## src/rtl/mc_datapath.sv

```systemverilog
// ---------------------------------------------------------------------------
// mc_datapath
//
// Purpose: multi-cycle MIPS-subset datapath. Each instruction walks through
// FETCH, DECODE, EXEC, MEM and WB as needed, so it takes 2 to 5 clocks plus
// any memory wait cycles. Instruction fetch and data access share a single
// memory port with a req/ready handshake. An unsupported opcode or R-type
// funct parks the machine in HALT until reset.
//
// Parameters:
//   NREG      number of architectural registers (8..32). r0 reads as zero
//             and r[NREG-1] is the jal link register.
//   RESET_PC  PC value loaded on reset.
//
// Ports:
//   clk          rising-edge clock
//   reset        asynchronous active-low reset
//   mem_req      memory request, held until accepted
//   mem_we       write strobe qualifying mem_req
//   mem_addr     word-aligned byte address
//   mem_wdata    store data
//   mem_rdata    read data, valid while mem_ready=1
//   mem_ready    access completes at an edge where mem_req && mem_ready
//   dbg_sel      register index for the debug port
//   dbg_data     combinational read of register dbg_sel
//   pc_out       current PC register
//   instr_done   one-cycle pulse in the last cycle of each instruction
//   halted       sticky flag raised by an unsupported instruction
// ---------------------------------------------------------------------------
module mc_datapath #(
    parameter int          NREG     = 32,
    parameter logic [31:0] RESET_PC = 32'h0000_0000
) (
    input  logic        clk,
    input  logic        reset,
    output logic        mem_req,
    output logic        mem_we,
    output logic [31:0] mem_addr,
    output logic [31:0] mem_wdata,
    input  logic [31:0] mem_rdata,
    input  logic        mem_ready,
    input  logic [4:0]  dbg_sel,
    output logic [31:0] dbg_data,
    output logic [31:0] pc_out,
    output logic        instr_done,
    output logic        halted
);

    localparam int AW = $clog2(NREG);

    localparam logic [5:0] OP_RTYPE = 6'h00;
    localparam logic [5:0] OP_J     = 6'h02;
    localparam logic [5:0] OP_JAL   = 6'h03;
    localparam logic [5:0] OP_BEQ   = 6'h04;
    localparam logic [5:0] OP_ADDI  = 6'h08;
    localparam logic [5:0] OP_LW    = 6'h23;
    localparam logic [5:0] OP_SW    = 6'h2B;

    localparam logic [5:0] FN_ADD   = 6'h20;
    localparam logic [5:0] FN_SUB   = 6'h22;
    localparam logic [5:0] FN_AND   = 6'h24;
    localparam logic [5:0] FN_OR    = 6'h25;
    localparam logic [5:0] FN_SLT   = 6'h2A;

    typedef enum logic [2:0] {
        S_FETCH,
        S_DECODE,
        S_EXEC,
        S_MEM,
        S_WB,
        S_HALT
    } state_t;

    state_t         r_state;
    logic [31:0]    r_pc;
    logic [31:0]    r_ir;
    logic [31:0]    r_a;
    logic [31:0]    r_b;
    logic [31:0]    r_aluOut;
    logic [31:0]    r_mdr;
    logic [31:0]    r_regs [NREG];

    logic [5:0]     w_op;
    logic [5:0]     w_funct;
    logic [AW-1:0]  w_rs;
    logic [AW-1:0]  w_rt;
    logic [AW-1:0]  w_rd;
    logic [AW-1:0]  w_dbgIdx;
    logic [31:0]    w_immSext;
    logic           w_isRtype;
    logic           w_rtypeOk;
    logic           w_isJ;
    logic           w_isJal;
    logic           w_isBeq;
    logic           w_isAddi;
    logic           w_isLw;
    logic           w_isSw;
    logic           w_legal;
    logic [31:0]    w_aluR;
    logic [AW-1:0]  w_wbIdx;
    logic [31:0]    w_wbData;

    // Instruction fields. Register fields wrap modulo NREG so that smaller
    // register files still accept every 5-bit encoding.
    assign w_op      = r_ir[31:26];
    assign w_funct   = r_ir[5:0];
    assign w_rs      = AW'({27'b0, r_ir[25:21]} % NREG);
    assign w_rt      = AW'({27'b0, r_ir[20:16]} % NREG);
    assign w_rd      = AW'({27'b0, r_ir[15:11]} % NREG);
    assign w_dbgIdx  = AW'({27'b0, dbg_sel} % NREG);
    assign w_immSext = {{16{r_ir[15]}}, r_ir[15:0]};

    // Opcode classification used by every state after FETCH.
    assign w_isRtype = (w_op == OP_RTYPE);
    assign w_isJ     = (w_op == OP_J);
    assign w_isJal   = (w_op == OP_JAL);
    assign w_isBeq   = (w_op == OP_BEQ);
    assign w_isAddi  = (w_op == OP_ADDI);
    assign w_isLw    = (w_op == OP_LW);
    assign w_isSw    = (w_op == OP_SW);
    assign w_rtypeOk = (w_funct == FN_ADD) || (w_funct == FN_SUB) ||
                       (w_funct == FN_AND) || (w_funct == FN_OR)  ||
                       (w_funct == FN_SLT);
    assign w_legal   = (w_isRtype && w_rtypeOk) || w_isJ || w_isJal ||
                       w_isBeq || w_isAddi || w_isLw || w_isSw;

    // R-type ALU; slt compares the operands as signed values.
    always_comb begin
        w_aluR = r_a + r_b;
        case (w_funct)
            FN_SUB:  w_aluR = r_a - r_b;
            FN_AND:  w_aluR = r_a & r_b;
            FN_OR:   w_aluR = r_a | r_b;
            FN_SLT:  w_aluR = {31'b0, ($signed(r_a) < $signed(r_b))};
            default: w_aluR = r_a + r_b;
        endcase
    end

    // Writeback destination and data: lw and addi target rt, R-type rd.
    always_comb begin
        w_wbIdx  = w_rd;
        w_wbData = r_aluOut;
        if (w_isLw) begin
            w_wbIdx  = w_rt;
            w_wbData = r_mdr;
        end else if (w_isAddi) begin
            w_wbIdx  = w_rt;
        end
    end

    // Memory port driven straight from the state register, so address and
    // strobes stay stable for as long as a request waits for mem_ready.
    assign mem_req   = (r_state == S_FETCH) || (r_state == S_MEM);
    assign mem_we    = (r_state == S_MEM) && w_isSw;
    assign mem_addr  = (r_state == S_MEM) ? {r_aluOut[31:2], 2'b00}
                                          : {r_pc[31:2], 2'b00};
    assign mem_wdata = r_b;

    // Completion pulse in the cycle whose exit finishes the instruction.
    assign instr_done = ((r_state == S_DECODE) && (w_isJ || w_isJal) && w_legal) ||
                        ((r_state == S_EXEC) && w_isBeq) ||
                        ((r_state == S_MEM) && w_isSw && mem_ready) ||
                        (r_state == S_WB);

    assign halted   = (r_state == S_HALT);
    assign pc_out   = r_pc;
    assign dbg_data = r_regs[w_dbgIdx];

    // Control FSM and all architectural/internal state. HALT holds every
    // register so nothing changes until the next reset; a reset during a
    // store simply returns to FETCH, so the store is never replayed.
    always_ff @(posedge clk or negedge reset) begin
        if (!reset) begin
            r_state  <= S_FETCH;
            r_pc     <= RESET_PC;
            r_ir     <= '0;
            r_a      <= '0;
            r_b      <= '0;
            r_aluOut <= '0;
            r_mdr    <= '0;
            for (int i = 0; i < NREG; i++) begin
                r_regs[i] <= '0;
            end
        end else begin
            case (r_state)
                S_FETCH: begin
                    if (mem_ready) begin
                        r_ir    <= mem_rdata;
                        r_pc    <= r_pc + 32'd4;
                        r_state <= S_DECODE;
                    end
                end
                S_DECODE: begin
                    r_a      <= r_regs[w_rs];
                    r_b      <= r_regs[w_rt];
                    r_aluOut <= r_pc + (w_immSext << 2);
                    if (!w_legal) begin
                        r_state <= S_HALT;
                    end else if (w_isJ || w_isJal) begin
                        r_pc <= {r_pc[31:28], r_ir[25:0], 2'b00};
                        if (w_isJal) begin
                            r_regs[NREG-1] <= r_pc;
                        end
                        r_state <= S_FETCH;
                    end else begin
                        r_state <= S_EXEC;
                    end
                end
                S_EXEC: begin
                    if (w_isRtype) begin
                        r_aluOut <= w_aluR;
                        r_state  <= S_WB;
                    end else if (w_isBeq) begin
                        if (r_a == r_b) begin
                            r_pc <= r_aluOut;
                        end
                        r_state <= S_FETCH;
                    end else begin
                        r_aluOut <= r_a + w_immSext;
                        r_state  <= (w_isLw || w_isSw) ? S_MEM : S_WB;
                    end
                end
                S_MEM: begin
                    if (mem_ready) begin
                        if (w_isLw) begin
                            r_mdr   <= mem_rdata;
                            r_state <= S_WB;
                        end else begin
                            r_state <= S_FETCH;
                        end
                    end
                end
                S_WB: begin
                    if (w_wbIdx != '0) begin
                        r_regs[w_wbIdx] <= w_wbData;
                    end
                    r_state <= S_FETCH;
                end
                S_HALT: begin
                    r_state <= S_HALT;
                end
                default: begin
                    r_state <= S_HALT;
                end
            endcase
        end
    end

endmodule
```

## config.mk

```make
export PLATFORM = sky130hd
export DESIGN_NAME = mc_datapath
export DESIGN_NICKNAME = d
export VERILOG_FILES = /design/src/rtl/mc_datapath.sv
export SDC_FILE = /design/constraint.sdc
export NUM_CORES = 2
export LEC_CHECK = 0
export ABC_CLOCK_PERIOD_IN_PS = 4200
export CELL_PAD_IN_SITES_DETAIL_PLACEMENT = 1
export CELL_PAD_IN_SITES_GLOBAL_PLACEMENT = 1
export CORE_MARGIN = 5
export CORE_UTILIZATION = 34
export DETAILED_ROUTE_END_ITERATION = 8
export PLACE_DENSITY = 0.56
export SYNTH_ARGS = -nofsm -noshare
export SYNTH_HDL_FRONTEND = slang
export SYNTH_SLANG_ARGS = --single-unit
```

## constraint.sdc

```tcl
create_clock -name clk -period 4.2 [get_ports clk]
set_input_delay 0.84 -clock clk [delete_from_list [all_inputs] [get_ports clk]]
set_output_delay 0.84 -clock clk [all_outputs]
set_load 0.1 [all_outputs]
```

==> results_dict.tcl <==
set metrics [dict create \
    die_y_um 487 \
    ys_types 82 \
    syn_to_final_growth_pct 17.4 \
    avgRoutedWirePerCell_um 32.8 \
    yosys.area.top_type_share 0.394 \
    seq_power_share 0.293 \
    finalInstanceArea_um2 90800 \
    pwr-share-comb 0.522 \
    synth_area_leaders "dfrtp_1, mux4_2, o21ai_0" \
    slew_viol_final 0 \
    synth.avg_cell_area_um2 11.1 \
    cts_max_level 4 \
    crit_type "flip-flop to flip-flop" \
    antenna_found_initial 13 \
    ant_nets 0 \
    critical_path.max_stage_delay_ns 0.61 \
    hold-worst-slack_ns 0.417 \
    grt_max_degree 151 \
    timing.final.crit_share 0.940 \
    final.min_clock_period_ns 3.95 \
    cp_common_cell "a21oi_1" \
    leakagePower_nw 37.3 \
    place.gp.congestion 0.952 \
    cp_max_fo 11 \
    postSynthCellCount 6960 \
    skew_ns 0.0428 \
    synth_edf_count 0 \
    wirelength_um 333000 \
    power.share.clock 0.184 \
    drv_cap 0 \
    cp-start-kind "flip-flop" \
    grt_remaining_overflow 0 \
    synth_seq_cells 1219 \
    endpoint_kind "flip-flop" \
    tns_ns 0 \
    worst_pin_slew_ns 1.28 \
    final_core_util 0.400 \
    drc 0 \
    dpl_cell_area_um2 85600 \
    p_switching_mw 34.1 \
    nNetsFinal 7211 \
    viasPerCell 6.18 \
    core_um2 227000 \
    die_w_um 487 \
    yosys.area.top_type "dfrtp_1" \
    die_area_um2 237000 \
    io_pins 172 \
    powerDensity_nw_per_um2 831 \
    slew_headroom 0.143 \
    hold_viol 0 \
    yosys_warnings 0 \
    clk_pin_slew_ns 0.06 \
    ctsResizeCount 0 \
    critPathSlowestCell "dfrtp_1" \
    num_vias 62671 \
    dpl.cell_count 9866 \
    ir_drop_uv 462 \
    path_buf_inv 1 \
    cts-root-buf "clkbuf_16" \
    pre_cts_ws_ns 0.262 \
    drtIter0Drc 5867 \
    timing.fmax_mhz 253 \
    cts_buffer_depth 3 \
    cts.sinks 1219 \
    switching_share 0.453 \
    portBuffers 169 \
    internal_power_mw 41.3 \
    first_pass_iters 5 \
    start_util 0.341 \
    cts_made_buffers 150 \
    worstPathArrival_ns 4.67 \
    crit_chain "inv_1 > ha_1 > nand2_1 > a21oi_1 > nand2b_1 > o21a_1 > a41oi_1 > o41ai_2 > a21oi_1 > a2111oi_0 > a21oi_1 > o31ai_1" \
    grt_pass1_vias 64088 \
    grtUsageTotal 0.278 \
    worst_slack_ns 0.254 \
    ys_seq_area_frac 0.394 \
    run_status "completed" \
    cts_tree "done" \
    crit_family "compound AO/OA/AOI/OAI gates" \
    synth_flop_cell "dfrtp_1" \
    fp-row-count 175 \
    hold_path_class "flip-flop to flip-flop" \
    hpwl_um 233000 \
    required_ns 4.92 \
    syn-cell-area_um2 77400 \
    power.total_mw 75.4 \
    final_cell_mix "dfrtp_1, mux4_2, nand2_1, o21ai_0, a21oi_1" \
    layout-drive-gt1-share 0.265 \
    setup_violations 0 \
    async_reset_ff_frac 1.00 \
    grt_pass1_wl_um 482000 \
    final_common_cell "dfrtp_1" \
    instances_no_fill 10143 \
    rsz0062_at_grt "no" \
    clk_latency_ns 0.84 \
]
state kept, by name, indices dropped and copies added (netlist names):
register,cells
r_a,32
r_regs,1024
r_mdr,32
r_state,3
r_aluOut,32
mem_wdata,32
pc_out,32
r_ir,32
final cells by class:
| class | count | area (um2) |
|---|---|---|
| Clock buffer | 209 | 4310 |
| Tap cell | 3009 | 3760 |
| Clock inverter | 60 | 896 |
| Inverter | 132 | 495 |
| Antenna cell | 7 | 17.5 |
| Fill cell | 24130 | 136000 |
| Multi-Input combinational cell | 4927 | 44100 |
| Timing Repair Buffer | 580 | 6760 |
| Sequential cell | 1219 | 30500 |
synthesized netlist by cell type (10+ instances only):
cell type	n
a211oi_1	25
a21o_1	29
a21oi_1	718
a221o_1	16
a221oi_1	31
a22oi_1	12
a31oi_1	35
and2_1	10
and3_1	24
buf_1	87
buf_2	112
clkbuf_1	466
dfrtp_1	1219
ha_1	157
inv_1	130
mux2_2	92
mux2i_1	100
mux4_2	960
nand2_1	773
nand2b_1	22
nand3_1	46
nand4_1	16
nor2_1	709
nor2_4	11
nor2b_1	51
nor3_1	37
nor3b_1	11
nor4_1	14
o211ai_1	30
o21a_1	13
o21ai_0	720
o21bai_1	14
o221ai_1	23
o22ai_1	14
o31a_1	10
o31ai_1	12
or3_1	11
xnor2_1	43
xor2_1	26
power groups by stage:
stage	sequential [mW]	clock, mW	combinational, mW
floorplan	20.4	0	25.4
global placement	21.8	0	38.4
detailed placement	22.0	0	39.1
CTS	21.9	14.2	39.2
global route	22.6	14.7	41.7
finish	22.1	13.9	39.4
path summary, 6_finish.rpt:
check	cells after the start	endpoint	slack [ns]	from
min in group asynchronous	2	r_regs[514]$_DFFE_PN0P_	0.54	reset
hold / removal	0	r_regs[997]$_DFFE_PN0P_	0.42	r_regs[997]$_DFFE_PN0P_
hold reg to reg	0	r_regs[997]$_DFFE_PN0P_	0.42	r_regs[997]$_DFFE_PN0P_
setup / recovery	12	r_aluOut[31]$_DFFE_PN0P_	0.25	mem_wdata[13]$_DFFE_PN0P_
max in group asynchronous	4	r_ir[22]$_DFFE_PN0P_	2.25	reset
setup reg to reg	12	r_aluOut[31]$_DFFE_PN0P_	0.25	mem_wdata[13]$_DFFE_PN0P_
what timing repair did:
item	CTS	global route
endpoints found under the setup margin	0	0
hold buffers	1	0
buffers inserted	0	0
hold endpoints to repair	17	0
per-layer routing:
metal  global-route usage  share of wire
met4               0.0941          0.036
met3               0.0453          0.070
met5                    0       0.000036
met2                0.435           0.46
met1                0.394           0.43
kinds of logic after synthesis:
| kind of cell | Yosys count | share of synthesized area |
|---|---|---|
| adders and majority gates | 161 | 0.0264 |
| xor gates and xnor gates | 69 | 0.00781 |
| muxes | 1152 | 0.306 |
| AOI/OAI and AO/OA | 1780 | 0.128 |
| and+or+nand+nor | 1763 | 0.0951 |
| DFF | 1219 | 0.394 |
| buffers and inverters | 815 | 0.0425 |
| other | 1 | 0.0000484 |
worst register-to-register path, cell delays in order (launching register included):
cell and delay, ns:
dfrtp_1 0.61, inv_1 0.13, ha_1 0.52, nand2_1 0.13, a21oi_1 0.34, nand2b_1 0.16, o21a_1 0.25, a41oi_1 0.34
o41ai_2 0.51, a21oi_1 0.15, a2111oi_0 0.31, a21oi_1 0.13, o31ai_1 0.26
(Power assumes the default switching activity.)
